`config.mk`:
```
export PLATFORM = sky130hd
export DESIGN_NAME = decode_queue
export DESIGN_NICKNAME = d
export VERILOG_FILES = /design/src/rtl/alu_types_pkg.sv /design/src/rtl/rv32i_types_pkg.sv /design/src/rtl/decode_queue_pkg.sv /design/src/rtl/decode_queue_decode_logic.sv /design/src/rtl/decode_queue.sv
export SDC_FILE = /design/constraint.sdc
export NUM_CORES = 1
export LEC_CHECK = 0
export CAP_MARGIN = 20
export CORE_UTILIZATION = 52
export CTS_CLUSTER_DIAMETER = 60
export CTS_CLUSTER_SIZE = 8
export DETAILED_ROUTE_END_ITERATION = 10
export PLACE_DENSITY_LB_ADDON = 0.25
export SLEW_MARGIN = 20
export SYNTH_ARGS = -nofsm -noshare
export SYNTH_HDL_FRONTEND = slang
export SYNTH_HIERARCHICAL = 1
export SYNTH_SLANG_ARGS = --single-unit
```
`constraint.sdc`:
```
create_clock -name CLK -period 11.7 [get_ports CLK]
set_input_delay 1.17 -clock CLK [delete_from_list [all_inputs] [get_ports CLK]]
set_output_delay 1.17 -clock CLK [all_outputs]
set_load 0.05 [all_outputs]
```
`src/rtl/alu_types_pkg.sv`:
```
// ALU operation encodings consumed by the execute stage.
package alu_types_pkg;

  typedef enum logic [3:0] {
    ALU_ADD   = 4'd0,
    ALU_SUB   = 4'd1,
    ALU_SLL   = 4'd2,
    ALU_SLT   = 4'd3,
    ALU_SLTU  = 4'd4,
    ALU_XOR   = 4'd5,
    ALU_SRL   = 4'd6,
    ALU_SRA   = 4'd7,
    ALU_OR    = 4'd8,
    ALU_AND   = 4'd9,
    ALU_PASSB = 4'd10
  } alu_op_t;

endpackage

```
`src/rtl/rv32i_types_pkg.sv`:
```
// RV32I base opcode encodings shared across the decode path.
package rv32i_types_pkg;

  typedef enum logic [6:0] {
    OP_LUI     = 7'b0110111,
    OP_AUIPC   = 7'b0010111,
    OP_JAL     = 7'b1101111,
    OP_JALR    = 7'b1100111,
    OP_BRANCH  = 7'b1100011,
    OP_LOAD    = 7'b0000011,
    OP_STORE   = 7'b0100011,
    OP_IMMED   = 7'b0010011,
    OP_REGREG  = 7'b0110011,
    OP_MISCMEM = 7'b0001111,
    OP_SYSTEM  = 7'b1110011
  } opcode_t;

endpackage

```
`src/rtl/decode_queue_pkg.sv`:
```
// Shared types for the decode queue: decoded control bundle and FSM states.
package decode_queue_pkg;
  import alu_types_pkg::*;

  // Widest PC the bundle can carry; narrower XLEN values are zero-extended.
  localparam int unsigned PC_MAX_W = 64;

  localparam logic [6:0] FUNCT7_BASE   = 7'b0000000;
  localparam logic [6:0] FUNCT7_ALT    = 7'b0100000;
  localparam logic [6:0] FUNCT7_MULDIV = 7'b0000001;

  typedef enum logic [1:0] {
    RUN   = 2'd0,
    DRAIN = 2'd1,
    WAIT  = 2'd2
  } dq_state_t;

  typedef struct packed {
    logic [PC_MAX_W-1:0] pc;
    logic [6:0]          opcode;
    logic [4:0]          rs1;
    logic [4:0]          rs2;
    logic [4:0]          rd;
    logic [31:0]         imm;
    alu_op_t             alu_op;
    logic                wen;
    logic                dren;
    logic                dwen;
    logic                branch;
    logic                jump;
    logic                illegal;
    logic                halt;
    logic                serialize;
  } decoded_t;

endpackage

```
`src/rtl/decode_queue_decode_logic.sv`:
```
// Combinational RV32I decoder: raw instruction + PC -> decoded control bundle.
module decode_logic
  import decode_queue_pkg::*;
  import alu_types_pkg::*;
  import rv32i_types_pkg::*;
#(
  parameter int XLEN         = 32,
  parameter int MEXT_EN      = 0,
  parameter int LOOP_HALT_EN = 1
) (
  input  logic [31:0]     instr,
  input  logic [XLEN-1:0] pc,
  output decoded_t        dec
);

  logic [6:0]  opcode;
  logic [2:0]  funct3;
  logic [6:0]  funct7;
  logic [31:0] imm_i;
  logic [31:0] imm_s;
  logic [31:0] imm_b;
  logic [31:0] imm_u;
  logic [31:0] imm_j;
  alu_op_t     arith_op;
  logic        funct7_ok;

  assign opcode = instr[6:0];
  assign funct3 = instr[14:12];
  assign funct7 = instr[31:25];

  assign imm_i = {{20{instr[31]}}, instr[31:20]};
  assign imm_s = {{20{instr[31]}}, instr[31:25], instr[11:7]};
  assign imm_b = {{19{instr[31]}}, instr[31], instr[7], instr[30:25], instr[11:8], 1'b0};
  assign imm_u = {instr[31:12], 12'h000};
  assign imm_j = {{11{instr[31]}}, instr[31], instr[19:12], instr[20], instr[30:21], 1'b0};

  assign funct7_ok = (funct7 == FUNCT7_BASE) || (funct7 == FUNCT7_ALT) ||
                     ((MEXT_EN != 0) && (funct7 == FUNCT7_MULDIV));

  // Arithmetic op for REGREG/IMMED; instr[30] selects SUB (REGREG only) and SRA.
  always_comb begin
    arith_op = ALU_ADD;
    unique case (funct3)
      3'b000: arith_op = ((opcode == OP_REGREG) && instr[30]) ? ALU_SUB : ALU_ADD;
      3'b001: arith_op = ALU_SLL;
      3'b010: arith_op = ALU_SLT;
      3'b011: arith_op = ALU_SLTU;
      3'b100: arith_op = ALU_XOR;
      3'b101: arith_op = instr[30] ? ALU_SRA : ALU_SRL;
      3'b110: arith_op = ALU_OR;
      3'b111: arith_op = ALU_AND;
      default: arith_op = ALU_ADD;
    endcase
  end

  // Per-opcode control bundle; unknown opcodes leave everything zero but illegal.
  always_comb begin
    dec        = '0;
    dec.pc     = PC_MAX_W'(pc);
    dec.alu_op = ALU_ADD;
    dec.halt   = (LOOP_HALT_EN != 0) && (instr == 32'h0000006f);
    dec.opcode = opcode;
    dec.rs1    = instr[19:15];
    dec.rs2    = instr[24:20];
    dec.rd     = instr[11:7];
    case (opcode)
      OP_LUI: begin
        dec.imm    = imm_u;
        dec.alu_op = ALU_PASSB;
        dec.wen    = 1'b1;
      end
      OP_AUIPC: begin
        dec.imm = imm_u;
        dec.wen = 1'b1;
      end
      OP_JAL: begin
        dec.imm  = imm_j;
        dec.wen  = 1'b1;
        dec.jump = 1'b1;
      end
      OP_JALR: begin
        dec.imm  = imm_i;
        dec.wen  = 1'b1;
        dec.jump = 1'b1;
      end
      OP_BRANCH: begin
        dec.imm    = imm_b;
        dec.alu_op = ALU_SUB;
        dec.branch = 1'b1;
      end
      OP_LOAD: begin
        dec.imm  = imm_i;
        dec.wen  = 1'b1;
        dec.dren = 1'b1;
      end
      OP_STORE: begin
        dec.imm  = imm_s;
        dec.dwen = 1'b1;
      end
      OP_IMMED: begin
        dec.imm    = imm_i;
        dec.alu_op = arith_op;
        dec.wen    = 1'b1;
      end
      OP_REGREG: begin
        dec.alu_op  = arith_op;
        dec.wen     = 1'b1;
        dec.illegal = !funct7_ok;
      end
      OP_MISCMEM: begin
        dec.serialize = (funct3 == 3'b001);
      end
      OP_SYSTEM: begin
        dec.imm       = imm_i;
        dec.wen       = (funct3 != 3'b000);
        dec.serialize = 1'b1;
      end
      default: begin
        dec.opcode  = '0;
        dec.rs1     = '0;
        dec.rs2     = '0;
        dec.rd      = '0;
        dec.illegal = 1'b1;
      end
    endcase
  end

endmodule

```
`src/rtl/decode_queue.sv`:
```
// Decode queue: decodes fetched instructions into a DEPTH-entry FIFO and
// blocks fetch around serialising instructions until the backend completes them.
module decode_queue
  import decode_queue_pkg::*;
#(
  parameter int DEPTH        = 4,
  parameter int XLEN         = 32,
  parameter int MEXT_EN      = 0,
  parameter int LOOP_HALT_EN = 1
) (
  input  logic                       CLK,
  input  logic                       RST,
  input  logic                       flush,
  input  logic                       in_valid,
  output logic                       in_ready,
  input  logic [31:0]                in_instr,
  input  logic [XLEN-1:0]            in_pc,
  output logic                       out_valid,
  input  logic                       out_ready,
  output logic [XLEN-1:0]            out_pc,
  output logic [6:0]                 out_opcode,
  output logic [4:0]                 out_rs1,
  output logic [4:0]                 out_rs2,
  output logic [4:0]                 out_rd,
  output logic [31:0]                out_imm,
  output logic [3:0]                 out_alu_op,
  output logic                       out_wen,
  output logic                       out_dren,
  output logic                       out_dwen,
  output logic                       out_branch,
  output logic                       out_jump,
  output logic                       out_illegal,
  output logic                       out_halt,
  output logic                       out_serialize,
  input  logic                       serialize_done,
  output logic [$clog2(DEPTH):0]     count
);

  localparam int unsigned PTR_W = $clog2(DEPTH);
  localparam int unsigned CNT_W = PTR_W + 1;

  decoded_t         mem [DEPTH];
  decoded_t         dec_in;
  decoded_t         head;
  logic [PTR_W-1:0] wr_ptr;
  logic [PTR_W-1:0] rd_ptr;
  dq_state_t        state;
  logic             push;
  logic             pop;
  logic             unused_pc_hi;

  decode_logic #(
    .XLEN         (XLEN),
    .MEXT_EN      (MEXT_EN),
    .LOOP_HALT_EN (LOOP_HALT_EN)
  ) u_decode (
    .instr (in_instr),
    .pc    (in_pc),
    .dec   (dec_in)
  );

  assign in_ready  = (count < CNT_W'(DEPTH)) && (state == RUN);
  assign out_valid = (count != '0);
  assign push      = in_valid && in_ready && !flush;
  assign pop       = out_valid && out_ready && !flush;
  assign head      = mem[rd_ptr];

  // Write the decoded bundle into the tail entry; reset clears all storage.
  always_ff @(posedge CLK or posedge RST) begin
    if (RST) begin
      for (int unsigned i = 0; i < DEPTH; i++) mem[i] <= '0;
    end else if (push) begin
      mem[wr_ptr] <= dec_in;
    end
  end

  // Pointers and occupancy; flush empties the queue without touching storage.
  always_ff @(posedge CLK or posedge RST) begin
    if (RST) begin
      wr_ptr <= '0;
      rd_ptr <= '0;
      count  <= '0;
    end else if (flush) begin
      wr_ptr <= '0;
      rd_ptr <= '0;
      count  <= '0;
    end else begin
      if (push) wr_ptr <= wr_ptr + PTR_W'(1);
      if (pop)  rd_ptr <= rd_ptr + PTR_W'(1);
      case ({push, pop})
        2'b10:   count <= count + CNT_W'(1);
        2'b01:   count <= count - CNT_W'(1);
        default: count <= count;
      endcase
    end
  end

  // Serialisation FSM: block fetch from push of a serialising entry until
  // it has left the queue and the backend reports completion.
  always_ff @(posedge CLK or posedge RST) begin
    if (RST) begin
      state <= RUN;
    end else if (flush) begin
      state <= RUN;
    end else begin
      case (state)
        RUN:     if (push && dec_in.serialize) state <= DRAIN;
        DRAIN:   if (pop && head.serialize)    state <= WAIT;
        WAIT:    if (serialize_done)           state <= RUN;
        default: state <= RUN;
      endcase
    end
  end

  assign out_pc        = head.pc[XLEN-1:0];
  assign out_opcode    = head.opcode;
  assign out_rs1       = head.rs1;
  assign out_rs2       = head.rs2;
  assign out_rd        = head.rd;
  assign out_imm       = head.imm;
  assign out_alu_op    = head.alu_op;
  assign out_wen       = head.wen;
  assign out_dren      = head.dren;
  assign out_dwen      = head.dwen;
  assign out_branch    = head.branch;
  assign out_jump      = head.jump;
  assign out_illegal   = head.illegal;
  assign out_halt      = head.halt;
  assign out_serialize = head.serialize;

  // PC bits above XLEN are always zero in storage.
  assign unused_pc_hi  = ^head.pc;

endmodule
```
==> flow_summary.toml, run 1 <==
[run_status]
run_status = "completed"

[clock_tree]
cts_hold_buf = 0
cts_buffers = 56
cts_resized = 0
h-tree-depth = 2
clock-sinks = 401
clkLatencyLatePin_ns = 0.59
cts_tree = "done"
clk_pin_slew_worst_paths_ns = 0.05
post_cts_buffers = 0
root_buffer = "clkbuf_16"
clock_path_buffers = 3

[timing]
worst_pin_slew_ns = 1.02
period_minus_slack_ns = 5.35
slew_violations = 0
setup_tns_ns = 0
finalWorstSetupSlack_ns = 6.35
rsz0062_at_grt = "no"
fmax_mhz = 187
setup_viol = 0
fin_skew_ns = 0.0182
hold_viol = 0
post-route-period-util_pct = 45.7
slew_headroom_pct = 32.1

[worst_setup_path]
regToRegEndpoint = "mem[192]$_DFFE_PP0P_"
crit_path_end_kind = "output pin"
r2r.worst_path.cells = 4
r2r_start = "count[2]$_DFFE_PP0P_"
cp.depth = 4
cpMaxStageDelayCell = "buf_4"
arrival_ns = 4.18
endpoint = "out_wen"
cp_max_fo = 49
path_cells = "buf_4 -> buf_4 -> mux4_2 -> clkdlybuf4s50_1"
crit_type = "reg -> out"
critPathMaxStageDelay_ns = 0.79
path_buf_inv = 3
cp-startpoint = "rd_ptr[0]$_DFFE_PP0P_"
cp_common_cell = "buf_4"
rrSetupSlack_ns = 8.24
required_ns = 10.53
worstSetupStartpointType = "register"
crit_family = "buffers and inverters"

[floorplanning]
io_pins = 173
rows = 68
core-area_um2 = 34900
fp.dieH_um = 191
dieArea_um2 = 36600
dieWidth_um = 191
initial_core_util_pct = 53.5

[logic_synthesis]
avgSynthCellArea_um2 = 15.7
syn_nets = 1265
synthesis.area_um2 = 18700
synthCells = 1190
ys_warn_count = 6

[final_layout]
final_net_count = 1397
final_util_pct = 62.9
syn_to_final_growth_pct = 17.7
final_cells = 1788
drive_gt1_share_pct = 43.7

[power]
seqPwrFrac_pct = 42.4
p_int_mw = 2.83
pwr-share-comb_pct = 22.1
switchingPower_mw = 1.11
clockPowerShare_pct = 35.5
power.density_nw_per_um2 = 179
irDropWorstVdd_uv = 128
swShare_pct = 28.2
p_leak_nw = 10.1

[flow_run]
maxCapViolations = 0

[routing]
wl_um = 41400
drc = 0
drt_first_iter_violations = 570
vias = 10700
first_pass_iters = 5
final_antenna_net_count = 0
vias_per_cell = 5.97
routedWlPerCell_um = 23.2

[min_path]
min_delay_path_depth = 1
hp-start = "mem[350]$_DFFE_PP0P_"
hp-class = "reg -> reg"

[place]
gp_congestion = 0.833
dp_cells = 1717
dp_worst_setup_slack_ns = 6.88
dp_hpwl_um = 25300
io_buffers = 172

[global_route]
grt_overflow_total = 0
grt_pass1_vias = 11400
grt_pass1_wl_um = 66000
grtUsageTotal_pct = 23.6
grt_max_degree = 199
antenna_found_initial = 7
area by class of cell:
class / count / area (um2)
diodes: 7 / 17.5
flip-flops and latches: 401 / 10000
well taps: 455 / 569
repair buffers: 185 / 1900
clock inverters: 3 / 26.3
fillers: 2602 / 12900
clock buffers: 59 / 1430
multi-input cells: 670 / 7930
inverters: 8 / 36.3
layout by cell type (no fill, tap or decap), types with 4 or more instances in the layout:
cell type and count:
clkbuf_16 57, a21o_1 20, a21oi_1 13, diode_2 7
o21ai_0 7, nor3_1 8, clkdlybuf4s50_1 172, nor4_1 7
nand3_1 5, ha_1 4, inv_1 6, mux2_2 373
a22o_1 5, nand2_1 17, mux4_2 98, nor2b_1 4
nand2b_1 5, buf_4 8, and2_1 27, dfrtp_1 399
nor2_1 10, mux2_4 20
state kept, by name, indices dropped and copies added, names as in the netlist:
register  cells
mem         392
count         3
rd_ptr        2
state         2
wr_ptr        2
how the worst min path moves through the flow:
stage	endpoint	slack, ns
global placement	mem[352]$_DFFE_PP0P_	0.48
CTS	mem[350]$_DFFE_PP0P_	0.50
finish	mem[350]$_DFFE_PP0P_	0.50
detailed placement	mem[350]$_DFFE_PP0P_	0.49
global route	mem[63]$_DFFE_PP0P_	0.51
floorplan	mem[350]$_DFFE_PP0P_	0.47
metrics by stage:
stage	hold slack, ns	cell area [um2]	power, mW
floorplan	0.474	18700	2.34
global placement	0.482	20400	2.55
detailed placement	0.487	20400	2.57
CTS	0.498	21900	3.99
global route	0.512	21900	4.11
finish	0.497	22000	3.94
layer usage:
metal	vias to the layer above	part of all wire (%)	global-route usage (%)
met5	-	0.041	0
met2	259	48	37.1
met4	2	2.0	7.72
met3	67	4.9	5.12
li1	4648	-	-
met1	5697	45	32.7
power groups by stage:
stage | clock network (mW) | logic (mW) | registers, mW
after floorplan | 0 | 0.677 | 1.66
after global placement | 0 | 0.858 | 1.69
after detailed placement | 0 | 0.878 | 1.69
after CTS | 1.43 | 0.881 | 1.67
after global routing | 1.50 | 0.920 | 1.69
final | 1.40 | 0.871 | 1.67
No activity file was read; power rests on OpenSTA's default activity.
==> inputs of run 2 (changes only) <==
CORE_UTILIZATION = 58   (was 52)
clock period = 5.53 ns   (was 11.7 ns; I/O delays follow)
==> flow_summary.toml, run 2 (synthesis gave the netlist of run 1 again) <==
[timing]
setup_tns_ns = 0
period_minus_slack_ns = 3.99
slew_violations = 0
fin_skew_ns = 0.0198
worst_pin_slew_ns = 1.02
fmax_mhz = 251
slew_headroom_pct = 32.0
rsz0062_at_grt = "no"
hold_viol = 0
setup_viol = 0
post-route-period-util_pct = 72.2

[global_route]
grt_max_degree = 163
grt_pass1_vias = 11600
antenna_found_initial = 3
grt_overflow_total = 0
grt_pass1_wl_um = 65600
grtUsageTotal_pct = 25.8

[worst_setup_path]
rrSetupSlack_ns = 2.47
crit_path_end_kind = "output pin"
arrival_ns = 3.44
required_ns = 4.98
cp_max_fo = 55
crit_type = "reg -> out"
r2r_start = "state[1]$_DFFE_PP0P_"
regToRegEndpoint = "mem[82]$_DFFE_PP0P_"
worstSetupStartpointType = "register"
r2r.worst_path.cells = 4

[power]
p_leak_nw = 10.1
switchingPower_mw = 2.35
p_int_mw = 5.98
irDropWorstVdd_uv = 229
seqPwrFrac_pct = 42.8
pwr-share-comb_pct = 22.0
clockPowerShare_pct = 35.3
swShare_pct = 28.2
power.density_nw_per_um2 = 380

[final_layout]
largest_registers = "mem (392), count (3)"
final_net_count = 1405
top_register = "mem"
final_cells = 1737
layout_common_cells = "dfrtp_1, mux2_2, clkdlybuf4s50_1"
drive_gt1_share_pct = 44.0
largest_reg_flops = 392
final_common_cell = "dfrtp_1"
syn_to_final_growth_pct = 17.6

[clock_tree]
clock_path_buffers = 3
clk_pin_slew_worst_paths_ns = 0.05
cts_resized = 0
root_buffer = "clkbuf_16"
cts_hold_buf = 0
cts_tree = "done"
clock-sinks = 401
cts_buffers = 56
clkLatencyLatePin_ns = 0.57
post_cts_buffers = 0
h-tree-depth = 2

[floorplanning]
dieArea_um2 = 32900
initial_core_util_pct = 59.0
rows = 65
core-area_um2 = 31600
io_pins = 173
fp.dieH_um = 181
dieWidth_um = 181

[routing]
drc = 0
first_pass_iters = 4
vias_per_cell = 6.19
final_antenna_net_count = 0
vias = 10700
drt_first_iter_violations = 714
routedWlPerCell_um = 23.5
wl_um = 40700

[min_path]
hp-start = "mem[351]$_DFFE_PP0P_"
hp-class = "reg -> reg"
min_delay_path_depth = 1
min_to = "mem[351]$_DFFE_PP0P_"

[place]
dp_hpwl_um = 25600
dp_cells = 1673
gp_congestion = 0.845
io_buffers = 172

[flow_run]
maxCapViolations = 0

[run_status]
run_status = "completed"
## run 2: changes by cell type in the layout (fill, tap and decap cells not counted), sizes merged
cell / change
diode: -5
clkinvlp: +1
inv: -1
buf: +8
clkbuf: -1
## run 2: worst max path at each step
stage,start,to,depth (start not counted)
finish,rd_ptr[1]$_DFFE_PP0P_,out_imm[3],3
global placement,in_valid,mem[279]$_DFFE_PP0P_,5
CTS,rd_ptr[1]$_DFFE_PP0P_,out_imm[3],3
detailed placement,in_valid,mem[287]$_DFFE_PP0P_,5
global route,rd_ptr[1]$_DFFE_PP0P_,out_imm[3],3
floorplan,RST,count[0]$_DFFE_PP0P_,1
## run 2: metrics by stage
step	setup WS [ns]	hold slack, ns	util [%]	area [um2]	total power, mW
global placement	1.82	0.481	64.6	20400	5.39
floorplan	-0.423	0.474	-	18700	4.94
finish	1.54	0.497	69.3	21900	8.33
detailed placement	1.79	0.487	64.6	20400	5.44
global route	1.43	0.508	69.3	21900	8.67
CTS	1.52	0.499	69.2	21900	8.41
## run 2: power groups by stage
stage	combinational [mW]	clock [mW]	sequential, mW
2_1_floorplan	1.43	0	3.51
3_3_place_gp	1.81	0	3.58
3_5_place_dp	1.84	0	3.60
4_1_cts	1.85	3.00	3.56
5_1_grt	1.93	3.13	3.61
6_report	1.83	2.94	3.56
## run 2: cell type report
| cell class | count | area, um2 |
|---|---|---|
| Sequential cell | 401 | 10000 |
| Fill cell | 2122 | 9710 |
| Multi-Input combinational cell | 670 | 7930 |
| Timing Repair Buffer | 193 | 1960 |
| Clock buffer | 58 | 1420 |
| Tap cell | 402 | 503 |
| Inverter | 8 | 36.3 |
| Clock inverter | 3 | 32.5 |
| Antenna cell | 2 | 5.00 |
## run 2: layer usage
| metal | GRT usage, % | vias up | part of all wire [%] |
|---|---|---|---|
| met1 | 36.6 | 5714 | 44 |
| li1 | - | 4672 | - |
| met4 | 8.41 | 4 | 2.4 |
| met5 | 0 | - | 0.066 |
| met3 | 4.56 | 81 | 4.6 |
| met2 | 40.8 | 276 | 49 |
## run 2: worst max-delay path: stages, from the launching register on
cell	delay [ns]
dfrtp_4	1.07
buf_4	0.46
mux4_2	0.56
clkdlybuf4s50_1	0.71
==> inputs of run 3 (changes only) <==
clock period = 3.8 ns   (was 5.53 ns; I/O delays follow)
==> flow_summary.toml, run 3 (synthesis gave the netlist of run 1 again) <==
[run_status]
run_status = "completed"

[power]
p_int_mw = 8.78
clockPowerShare_pct = 35.6
seqPwrFrac_pct = 42.2
swShare_pct = 28.3
p_leak_nw = 10.2
irDropWorstVdd_uv = 439
switchingPower_mw = 3.47
power.density_nw_per_um2 = 553
pwr-share-comb_pct = 22.2

[final_layout]
largest_reg_flops = 392
top_register = "mem"
final_net_count = 1416
largest_registers = "mem (392), count (3)"
layout_common_cells = "dfrtp_1, mux2_2, clkdlybuf4s50_1"
finalInstanceArea_um2 = 22200
final_cells = 1748
syn_to_final_growth_pct = 18.8
drive_gt1_share_pct = 44.5
final_common_cell = "dfrtp_1"
n_fill_cell = 2090

[worst_setup_path]
cp_max_fo = 34
path_cells = "buf_4 -> mux4_2 -> clkdlybuf4s50_1"
required_ns = 3.42
crit_type = "reg -> out"
cpMaxStageDelayCell = "dfrtp_4"
worstSetupStartpointType = "register"
crit_path_end_kind = "output pin"
path_buf_inv = 2
arrival_ns = 3.07
crit_family = "buffers and inverters"
critPathMaxStageDelay_ns = 0.81

[place]
dp_worst_setup_slack_ns = 0.913
gp_congestion = 0.859
io_buffers = 172
dp_hpwl_um = 26600
placement.cell_area_um2 = 20700
dp_cells = 1685

[clock_tree]
clock_path_buffers = 3
clk_pin_slew_worst_paths_ns = 0.05
clkLatencyLatePin_ns = 0.57
root_buffer = "clkbuf_16"
clock-sinks = 401
h-tree-depth = 2
cts_hold_buf = 0
cts_resized = 0
post_cts_buffers = 0
cts_tree = "done"
cts_buffers = 56

[timing]
period_minus_slack_ns = 3.45
finalWorstSetupSlack_ns = 0.346
slew_violations = 0
fin_skew_ns = 0.0189
worst_pin_slew_ns = 0.788
fmax_mhz = 290
setup_viol = 0
setup_tns_ns = 0
slew_headroom_pct = 47.1
worst_hold_slack_ns = 0.280
hold_viol = 0
rsz0062_at_grt = "no"
post-route-period-util_pct = 90.9

[floorplanning]
fp.dieH_um = 181
rows = 65
io_pins = 173
dieArea_um2 = 32900
initial_core_util_pct = 59.0
core-area_um2 = 31600
dieWidth_um = 181

[routing]
routedWlPerCell_um = 23.5
vias_per_cell = 6.18
drt_first_iter_violations = 757
drc = 0
final_antenna_net_count = 0
wl_um = 41000
first_pass_iters = 6
vias = 10800

[min_path]
hp-class = "in -> async"

[global_route]
antenna_found_initial = 3
grt_pass1_wl_um = 66900
grtUsageTotal_pct = 26.1
grt_overflow_total = 0
grt_max_degree = 95
grt_pass1_vias = 11800

[flow_run]
maxCapViolations = 0
==> run 3: changes by cell type in the layout (fill, tap and decap cells not counted) <==
cell	delta
buf_12	+11
inv_16	+2
buf_16	-1
buf_4	+1
clkbuf_16	+1
clkinv_8	-1
diode_2	-1
inv_6	-1
==> run 3: worst register-to-register path, delay by kind of cell, from the launching register on <==
family                 cells  cell delay (ns)
and+or+nand+nor            2             1.21
muxes                      1             0.42
DFF                        1             0.44
buffers and inverters      1             0.34
==> run 3: power by group through the flow <==
stage | Combinational [mW] | Clock [mW] | Sequential (mW)
6_report | 2.71 | 4.36 | 5.17
5_1_grt | 2.86 | 4.64 | 5.25
4_1_cts | 2.75 | 4.44 | 5.18
3_5_place_dp | 2.73 | 0 | 5.24
3_3_place_gp | 2.68 | 0 | 5.21
2_1_floorplan | 2.09 | 0 | 5.10
==> run 3: final timing paths <==
path	start	to	slack, ns	cells after the start
max reg2reg	state[1]$_DFFE_PP0P_	mem[179]$_DFFE_PP0P_	1.28	4
min reg2reg	mem[214]$_DFFE_PP0P_	mem[214]$_DFFE_PP0P_	0.50	1
max	rd_ptr[1]$_DFFE_PP0P_	out_imm[7]	0.35	3
min in group CLK	mem[214]$_DFFE_PP0P_	mem[214]$_DFFE_PP0P_	0.50	1
max in group asynchronous	RST	mem[433]$_DFFE_PP0P_	2.63	3
min	RST	mem[183]$_DFFE_PP0P_	0.28	2
==> run 3: cell type report <==
class / count / area (um2) / share of cell area, %
Timing Repair Buffer: 204 / 2160 / 9.75
Clock inverter: 3 / 47.5 / 0.214
Clock buffer: 59 / 1440 / 6.51
Inverter: 8 / 36.3 / 0.164
Tap cell: 402 / 503 / 2.27
Sequential cell: 401 / 10000 / 45.3
Multi-Input combinational cell: 670 / 7930 / 35.8
Antenna cell: 1 / 2.50 / 0.0113
==> run 3: per-layer routing <==
metal  global-route usage [%]  part of all wire (%)  up-vias
li1                         -                     -     4670
met1                     37.4                    44     5785
met3                     4.07                   4.7       79
met2                     41.6                    49      269
met5                        0                 0.076        -
met4                     7.73                   2.3        4
==> run 3: per-stage QoR <==
step,util [%],power [mW]
after global routing,70.1,12.7
final,70.1,12.2
after CTS,70.1,12.4
after detailed placement,65.4,7.97
after global placement,65.4,7.89
after floorplan,-,7.19
